===== config.mk =====
export PLATFORM = sky130hd
export DESIGN_NAME = median_seq_ctrl
export DESIGN_NICKNAME = d
export VERILOG_FILES = /design/src/rtl/median_seq_ctrl.sv
export SDC_FILE = /design/constraint.sdc
export NUM_CORES = 1
export LEC_CHECK = 0
export ABC_AREA = 1
export CAP_MARGIN = 10
export CELL_PAD_IN_SITES_DETAIL_PLACEMENT = 0
export CELL_PAD_IN_SITES_GLOBAL_PLACEMENT = 2
export CORE_UTILIZATION = 22
export DETAILED_ROUTE_END_ITERATION = 8
export GPL_ROUTABILITY_DRIVEN = 0
export GPL_TIMING_DRIVEN = 0
export PLACE_DENSITY_LB_ADDON = 0.25
export SYNTH_ARGS = -nofsm -noshare
export SYNTH_HDL_FRONTEND = slang
export SYNTH_SLANG_ARGS = --single-unit

===== constraint.sdc =====
create_clock -name clk -period 1.45 [get_ports clk]
set_clock_uncertainty 0.1 [all_clocks]
set_input_delay 0.145 -clock clk [delete_from_list [all_inputs] [get_ports clk]]
set_output_delay 0.145 -clock clk [all_outputs]
set_load 0.05 [all_outputs]

===== src/rtl/median_seq_ctrl.sv =====
// Sequencer that feeds a sliding 3-sample window to an external median filter and hands results downstream.
// Optional WAIT timeout watchdog is enabled by defining MEDIAN_SEQ_TIMEOUT_EN.
module median_seq_ctrl #(
  parameter int DW      = 8,
  parameter int TIMEOUT = 15
) (
  input  logic          clk,
  input  logic          rst,
  input  logic          sample_valid_i,
  input  logic [DW-1:0] sample_i,
  output logic          sample_ready_o,
  input  logic          flush_i,
  output logic          filt_en_o,
  output logic [DW-1:0] filt_d1_o,
  output logic [DW-1:0] filt_d2_o,
  output logic [DW-1:0] filt_d3_o,
  input  logic          filt_done_i,
  input  logic [DW-1:0] filt_median_i,
  output logic          med_valid_o,
  output logic [DW-1:0] med_o,
  input  logic          med_ready_i,
  output logic [15:0]   result_cnt_o,
  output logic          busy_o
`ifdef MEDIAN_SEQ_TIMEOUT_EN
  ,
  output logic          timeout_o
`endif
);

  typedef enum logic [1:0] {S_FILL, S_ISSUE, S_WAIT, S_OUT} state_t;

  state_t        state, state_nxt;
  logic [1:0]    fill_cnt;
  logic [DW-1:0] w1, w2, w3;
  logic [DW-1:0] med_q;
  logic [15:0]   res_cnt;
  logic          accept, done, deliver, expire;

  // flush_i masks every event so it wins over any simultaneous handshake.
  assign accept  = (state == S_FILL) && sample_valid_i && !flush_i;
  assign done    = (state == S_WAIT) && filt_done_i && !flush_i;
  assign deliver = (state == S_OUT) && med_ready_i && !flush_i;

`ifdef MEDIAN_SEQ_TIMEOUT_EN
  logic [7:0] wait_cnt;

  // wait_cnt holds the number of WAIT cycles already elapsed; expiry fires on the
  // TIMEOUT-th WAIT cycle unless done arrives in that same cycle.
  assign expire = (state == S_WAIT) && !filt_done_i && !flush_i &&
                  (({1'b0, wait_cnt} + 9'd1) == 9'(TIMEOUT));

  always_ff @(posedge clk) begin
    if (rst) begin
      wait_cnt  <= '0;
      timeout_o <= 1'b0;
    end else begin
      if (state == S_ISSUE)     wait_cnt <= '0;
      else if (state == S_WAIT) wait_cnt <= wait_cnt + 8'd1;
      if (expire) timeout_o <= 1'b1;
    end
  end
`else
  assign expire = 1'b0;
`endif

  // NOTE: sequential state uses non-blocking assignments so every register samples pre-edge values.
  always_ff @(posedge clk) begin
    if (rst) state <= S_FILL;
    else     state <= state_nxt;
  end

  // NOTE: every combinational output gets a default first, so no path leaves it unassigned (no latch).
  always_comb begin
    state_nxt = state;
    if (flush_i) begin
      state_nxt = S_FILL;
    end else begin
      unique case (state)
        S_FILL:  if (accept && fill_cnt >= 2'd2) state_nxt = S_ISSUE;
        S_ISSUE: state_nxt = S_WAIT;
        S_WAIT: begin
          if (done)        state_nxt = S_OUT;
          else if (expire) state_nxt = S_FILL;
        end
        S_OUT:   if (deliver) state_nxt = S_FILL;
        default: state_nxt = S_FILL;
      endcase
    end
  end

  always_comb begin
    sample_ready_o = (state == S_FILL) && !flush_i;
    filt_en_o      = (state == S_ISSUE) && !flush_i;
    med_valid_o    = (state == S_OUT) && !flush_i;
    busy_o         = (state != S_FILL);
  end

  // Fill count stays at 3 after a delivered result, giving a stride-1 sliding window.
  always_ff @(posedge clk) begin
    if (rst) begin
      fill_cnt <= '0;
      w1       <= '0;
      w2       <= '0;
      w3       <= '0;
      med_q    <= '0;
      res_cnt  <= '0;
    end else begin
      if (flush_i || expire)              fill_cnt <= '0;
      else if (accept && fill_cnt != 2'd3) fill_cnt <= fill_cnt + 2'd1;
      if (accept) begin
        w1 <= w2;
        w2 <= w3;
        w3 <= sample_i;
      end
      if (done)    med_q   <= filt_median_i;
      if (deliver) res_cnt <= res_cnt + 16'd1;
    end
  end

  assign filt_d1_o    = w1;
  assign filt_d2_o    = w2;
  assign filt_d3_o    = w3;
  assign med_o        = med_q;
  assign result_cnt_o = res_cnt;

endmodule


==> results.yml, run 1 <==
outcome:
  status: "finished, violations left"
  violations: "negative setup slack"
clock_network:
  clock_sinks: 52
  cts.reportedPaths.clkPinSlew_ps: 100
  cts_hold_buffers: 0
  cts_buffers: 5
  clockBufferDepth: 2
  insertion_delay_ps: 300
  tritoncts: "done"
  htreeDepth: 2
  root_buffer: "clkbuf_8"
power:
  combPwrFrac: 0.225
  ir_drop_v: 0.0005746
  leakagePower_nw: 1.558
  p_clk_frac: 0.283
  power.density_mw_per_mm2: 799.2
  p_switching_mw: 0.9869
  seqPwrFrac: 0.492
  power.internal_mw: 2.107
  switching_share: 0.3190
routing:
  routed_wl_mm: 7.125
  vias: 2331
  via_per_inst: 4.192
  drc_errors: 0
  wl_per_cell_um: 12.81
  antenna_left: 0
  dr.pass1.iters: 4
  drt_iter0_markers: 46
worst_setup_path:
  max_stage_delay_ps: 400
  path_cells: "inv_4, ha_4, buf_4, inv_4, nor2_4, buf_6"
  crit_required_ps: 1210
  r2r_setup_slack_ps: -80
  crit_arrival_ps: 1300
  path_common_cell: "inv_4"
  crit_fanout: 3
  critPathLaunchType: "register"
  crit_type: "reg2out"
  cpMaxStageDelayCell: "dfxtp_4"
  r2r-end: "filt_d1_o[6]$_SDFFE_PP0P_"
  r2r_start: "state[0]$_SDFFE_PP0P_"
  end_kind: "primary output"
  worst-r2r-cell-count: 9
placement:
  placed_cells: 518
  dpl.hpwl_mm: 4.627
  port_buffers: 72
timing:
  finalSetupViolations: 43
  layout_worst_path_cycle_share: 1.068
  final_hold_viol_count: 0
  fin_crit_ps: 1548
  max_slew_margin: 0.6207
  max_freq_mhz: 645.9
  layout_setup_ws_ps: -98.23
  slew_violations: 0
  rsz0062_at_grt: "true"
  final.setup.tns_ps: -1984
  max_slew.worst_pin.slew_ps: 569.0
synth:
  synth_nets: 343
  ys_seq_elements: 52
  syn-cell-area_sq_mm: 0.002265
  postSynthCellCount: 313
  yosys_warnings: 0
  ys_types: 24
  seq_area_frac_synth: 0.4597
  syn_avg_cell_area_sq_um: 7.235
cells_and_area:
  final_cell_mix: "nor2_1, nand2_1, dfxtp_1"
  fin_util: 0.3924
  layout-drive-gt1-share: 0.4043
  antenna_cells: 0
  n_fill_cell: 1056
  layout_commonest_cell: "nor2_1"
  final_cells: 556
  fin_nets: 452
  area_growth_pct: 70.94
min_path:
  holdCritStartpoint: "rst"
  hold_class: "in2reg"
  hold-path-endpoint: "result_cnt_o[10]$_SDFFE_PP0P_"
  hold_depth: 2
floorplan:
  num_rows: 36
  die_w_um: 103.5
  die_h_um: 103.5
  start_util: 0.2296
  dieArea_sq_mm: 0.01070
  coreArea_sq_mm: 0.009864
  ioPinCount: 74
global_route:
  grt_max_degree: 18
  antenna_found_initial: 0
  grt-ovfl-total: 0
  grt_pass1_vias: 2263
  grt_pass1_wl_mm: 11.46
  grt_usage: 0.1408
flow_run:
  cap_violations: 0
[cell type report]
type                            count  area (sq um)  area share
Clock buffer                        5         68.82     0.01778
Buffer                              9         98.84     0.02553
Tap cell                          133         166.4     0.04299
Timing Repair Buffer              101         985.9      0.2547
Inverter                           27         117.6     0.03038
Clock inverter                      3         20.02    0.005171
Multi-Input combinational cell    226          1339      0.3458
Sequential cell                    52          1075      0.2776
[stage by stage]
stage	cell area (sq um)	power, mW	hold WS (ps)	setup slack, ps
2_1_floorplan	2302	1.870	179.9	5.149
3_3_place_gp	3189	2.090	365.5	-648.2
3_5_place_dp	3189	2.088	374.2	-642.2
4_1_cts	3814	3.130	125.5	-111.2
5_1_grt	3871	3.251	159.8	-182.5
6_report	3871	3.094	120.4	-98.23
[cells by family (layout without fill, tap and decap cells)]
logic type | after synthesis | in the layout | share of synthesized area
AND/OR/NAND/NOR | 167 | 168 | 0.3160
flip-flops | 52 | 52 | 0.4597
AO/OA/AOI/OAI | 48 | 48 | 0.1094
adder cells (fa/ha/maj) | 8 | 8 | 0.04420
XOR/XNOR | 2 | 2 | 0.007736
buffers and inverters | 36 | 145 | 0.06298
[cell usage after synthesis]
cell | count | share of area
or2_2 | 1 | 0.0028
nor2_4 | 3 | 0.015
clkbuf_1 | 7 | 0.012
nand3_4 | 1 | 0.0077
nand3_2 | 1 | 0.0044
xnor2_1 | 1 | 0.0039
nand3_1 | 8 | 0.018
dfxtp_1 | 52 | 0.46
inv_1 | 25 | 0.041
a21oi_1 | 7 | 0.015
o21ai_1 | 4 | 0.0088
nand4_1 | 5 | 0.014
inv_2 | 2 | 0.0033
nor2_2 | 3 | 0.0083
xor2_1 | 1 | 0.0039
buf_4 | 2 | 0.0066
nand2_1 | 46 | 0.076
nor3_1 | 1 | 0.0022
a211oi_1 | 1 | 0.0033
ha_1 | 8 | 0.044
o211a_1 | 1 | 0.0044
nor2_1 | 97 | 0.16
nor3_4 | 1 | 0.0072
o21ai_0 | 35 | 0.077
[worst max-delay path by stage]
stage | start | endpoint | slack [ps] | depth (start not counted)
global route | state[1]$_SDFFE_PP0P_ | result_cnt_o[12]$_SDFFE_PP0P_ | -180 | 8
detailed placement | flush_i | med_valid_o | -640 | 3
finish | state[0]$_SDFFE_PP0P_ | sample_ready_o | -100 | 6
global placement | flush_i | filt_en_o | -650 | 3
floorplan | result_cnt_o[12]$_SDFFE_PP0P_ | result_cnt_o[15]$_SDFFE_PP0P_ | 5 | 7
CTS | state[0]$_SDFFE_PP0P_ | filt_d2_o[1]$_SDFFE_PP0P_ | -110 | 9
[layer usage]
layer	track usage	wire length (um)
met4	0.02275	29
met3	0.02957	374
met1	0.1823	3349
met2	0.2440	3371
met5	0	0
[worst max-delay path: cells and delay by family, from the launching register on]
family | cells | cell delay (ps)
adders and majority gates | 1 | 170
buffers and inverters | 4 | 410
DFF | 1 | 400
and+or+nand+nor | 1 | 30
[what timing repair did]
action                                  4_1_cts  5_1_grt
cloned                                        5        0
resized for setup                           221       62
pin swaps                                    23        9
endpoints found under the setup margin      101       81
setup buffers                                18        8
[registers in the layout (all words and copies together), names as in the netlist]
name / count
result_cnt_o: 16
filt_d1_o: 8
fill_cnt: 2
med_o: 8
state: 2
filt_d3_o: 8
filt_d2_o: 8
[power groups by stage]
stage	combinational (mW)	sequential [mW]	clock [mW]
global placement	0.544	1.55	0
floorplan	0.154	1.72	0
detailed placement	0.542	1.55	0
CTS	0.690	1.52	0.920
finish	0.695	1.52	0.876
global route	0.745	1.53	0.974
No activity file was read; power rests on OpenSTA's default activity.
==> run 2: changes to the inputs <==
- ABC_AREA: 1 -> 0
- CORE_UTILIZATION: 22 -> 23
==> results.yml, run 2 <==
worst_setup_path:
  crit_fanout: 6
  end_kind: "register"
  max_stage_delay_ps: 390
  cp_top_family: "simple AND/OR/NAND/NOR gates"
  critPathLaunchType: "register"
  crit_buf_inv: 1
  crit_type: "reg2reg"
  cpMaxStageDelayCell: "dfxtp_4"
  r2r_setup_slack_ps: -200
  crit_arrival_ps: 1790
  r2r-end: "result_cnt_o[10]$_SDFFE_PP0P_"
  worst-r2r-cell-count: 6
  crit_required_ps: 1600
  path_cells: "ha_4, buf_6, and4b_4, nand4_4, or3_4, a21oi_2"
  startpoint: "state[1]$_SDFFE_PP0P_"
  r2r_start: "state[1]$_SDFFE_PP0P_"
clock_network:
  root_buffer: "clkbuf_8"
  clockBufferDepth: 2
  clock_sinks: 52
  tritoncts: "done"
  htreeDepth: 2
  insertion_delay_ps: 310
  cts.reportedPaths.clkPinSlew_ps: 100
  cts_buffers: 5
routing:
  routed_wl_mm: 6.322
  wl_per_cell_um: 12.82
  dr.pass1.iters: 4
  vias: 2107
  antenna_left: 0
  drt_iter0_markers: 40
  drc_errors: 0
  via_per_inst: 4.274
timing:
  rsz0062_at_grt: "true"
  final_hold_viol_count: 0
  max_slew.worst_pin.slew_ps: 501.8
  whs_ps: 268.8
  finalSetupViolations: 35
  max_slew_margin: 0.6668
  layout_worst_path_cycle_share: 1.135
  slew_violations: 0
  max_freq_mhz: 607.7
  fin_crit_ps: 1646
  layout_setup_ws_ps: -195.6
synth:
  async_flop_share: 0
  syn-cell-area_sq_mm: 0.002236
  synth_top_area_cell: "dfxtp_1"
  synth_top_cells_by_count: "nand2_1, dfxtp_1, a21oi_1"
  postSynthCellCount: 263
  syn_avg_cell_area_sq_um: 8.501
  synth.top_cell.area_share: 0.4656
  yosys.area_share.simple: 0.2798
  seq_area_frac_synth: 0.4656
  synth_fa_ha_area_frac: 0.04477
  synth_nets: 293
  synth_area_leaders: "dfxtp_1, nand2_1, a21oi_1"
  synthMuxAreaShare: 0.02406
  ys_types: 35
  synth_top_family_by_area: "simple AND/OR/NAND/NOR gates"
  synth.most_common_cell: "nand2_1"
  ys_seq_elements: 52
  synth_compound_area_frac: 0.1142
  synth_xor_area_frac: 0.03134
  yosys_warnings: 0
  synth_edf_count: 0
  synth-main-ff-cell: "dfxtp_1"
power:
  switching_share: 0.2592
  p_switching_mw: 0.6944
  power.internal_mw: 1.984
  combPwrFrac: 0.108
  seqPwrFrac: 0.538
  p_clk_frac: 0.354
  ir_drop_v: 0.0003980
  leakagePower_nw: 1.385
  power.density_mw_per_mm2: 756.0
min_path:
  hold-path-endpoint: "filt_d3_o[1]$_SDFFE_PP0P_"
  hold_class: "in2reg"
  hold_depth: 3
  holdCritStartpoint: "sample_i[1]"
global_route:
  grt_pass1_wl_mm: 9.998
  grt_usage: 0.1281
  antenna_found_initial: 0
  grt_max_degree: 17
  grt_pass1_vias: 2006
  grt-ovfl-total: 0
placement:
  placed_area_sq_mm: 0.003252
  dpl.hpwl_mm: 4.427
  place_ws_ps: -690.3
  port_buffers: 73
flow_run:
  cap_violations: 0
floorplan:
  num_rows: 35
  ioPinCount: 74
  start_util: 0.2397
  dieArea_sq_mm: 0.01012
  die_h_um: 100.6
  die_w_um: 100.6
  coreArea_sq_mm: 0.009328
cells_and_area:
  n_fill_cell: 993
  fin_nets: 393
  finalInstanceArea_sq_mm: 0.003543
  layout_commonest_cell: "nand2_1"
  fin_util: 0.3799
  area_growth_pct: 58.48
  largest_reg_flops: 16
  final_cell_mix: "nand2_1, dfxtp_1, a21oi_1"
  antenna_cells: 0
  layout-drive-gt1-share: 0.3736
outcome:
  status: "finished, violations left"
  violations: "negative setup slack"
-- run 2: stage by stage --
step,cells,setup TNS (ps),total power [mW]
floorplan,263,-5471,1.635
detailed placement,465,-28820,1.769
finish,493,-3246,2.679
CTS,485,-4651,2.724
global placement,465,-28300,1.769
global route,493,-7690,2.805
-- run 2: worst max path at each step --
stage / slack (ps) / endpoint / cells after the start
final: -200 / result_cnt_o[10]$_SDFFE_PP0P_ / 6
after global routing: -280 / result_cnt_o[14]$_SDFFE_PP0P_ / 6
after CTS: -280 / result_cnt_o[11]$_SDFFE_PP0P_ / 6
after detailed placement: -690 / filt_d3_o[3]$_SDFFE_PP0P_ / 6
after global placement: -660 / filt_d3_o[7]$_SDFFE_PP0P_ / 6
after floorplan: -220 / result_cnt_o[15]$_SDFFE_PP0P_ / 4
-- run 2: layer usage --
layer	up-vias	part of all wire	global-route usage
met2	49	0.47	0.2155
met3	7	0.067	0.04646
li1	1076	-	-
met5	-	0	0
met1	975	0.46	0.1557
met4	0	0.0092	0.03010
-- run 2: what timing repair did --
action,CTS,global route
hold buffers,0,0
buffers inserted,12,9
endpoints found under the setup margin,92,82
pin swaps,5,12
gates resized for setup,148,65
cloned,0,0
-- run 2: area by class of cell --
| class | instances | area [sq um] | share of cell area |
|---|---|---|---|
| tap | 129 | 161.4 | 0.04555 |
| inverter | 8 | 30.03 | 0.008475 |
| buffer | 14 | 108.9 | 0.03072 |
| clock inverter | 2 | 12.51 | 0.003531 |
| multi-input combinational | 189 | 1260 | 0.3556 |
| sequential | 52 | 1085 | 0.3061 |
| timing repair buffer | 93 | 792.0 | 0.2235 |
| clock buffer | 6 | 93.84 | 0.02648 |
-- run 2: kinds of logic (layout without fill, tap and decap cells) --
group | Yosys count | count (layout)
AO/OA/AOI/OAI | 47 | 47
XOR/XNOR | 8 | 8
adder cells (fa/ha/maj) | 8 | 8
buffers and inverters | 22 | 123
flip-flops | 52 | 52
multiplexers | 5 | 5
AND/OR/NAND/NOR | 121 | 121
-- run 2: worst reg2reg max path: cells and delay by family (launching register included) --
family | cells | cell delay, ps
AND/OR/NAND/NOR | 3 | 720
adder cells (fa/ha/maj) | 1 | 160
buffers and inverters | 1 | 100
AO/OA/AOI/OAI | 1 | 130
flip-flops | 1 | 390
-- run 2: power by group through the flow --
| stage | clock network, mW | registers, mW | logic (mW) |
|---|---|---|---|
| after floorplan | 0 | 1.53 | 0.107 |
| after global placement | 0 | 1.48 | 0.291 |
| after detailed placement | 0 | 1.48 | 0.291 |
| after CTS | 0.994 | 1.44 | 0.290 |
| after global routing | 1.05 | 1.44 | 0.315 |
| final | 0.949 | 1.44 | 0.289 |
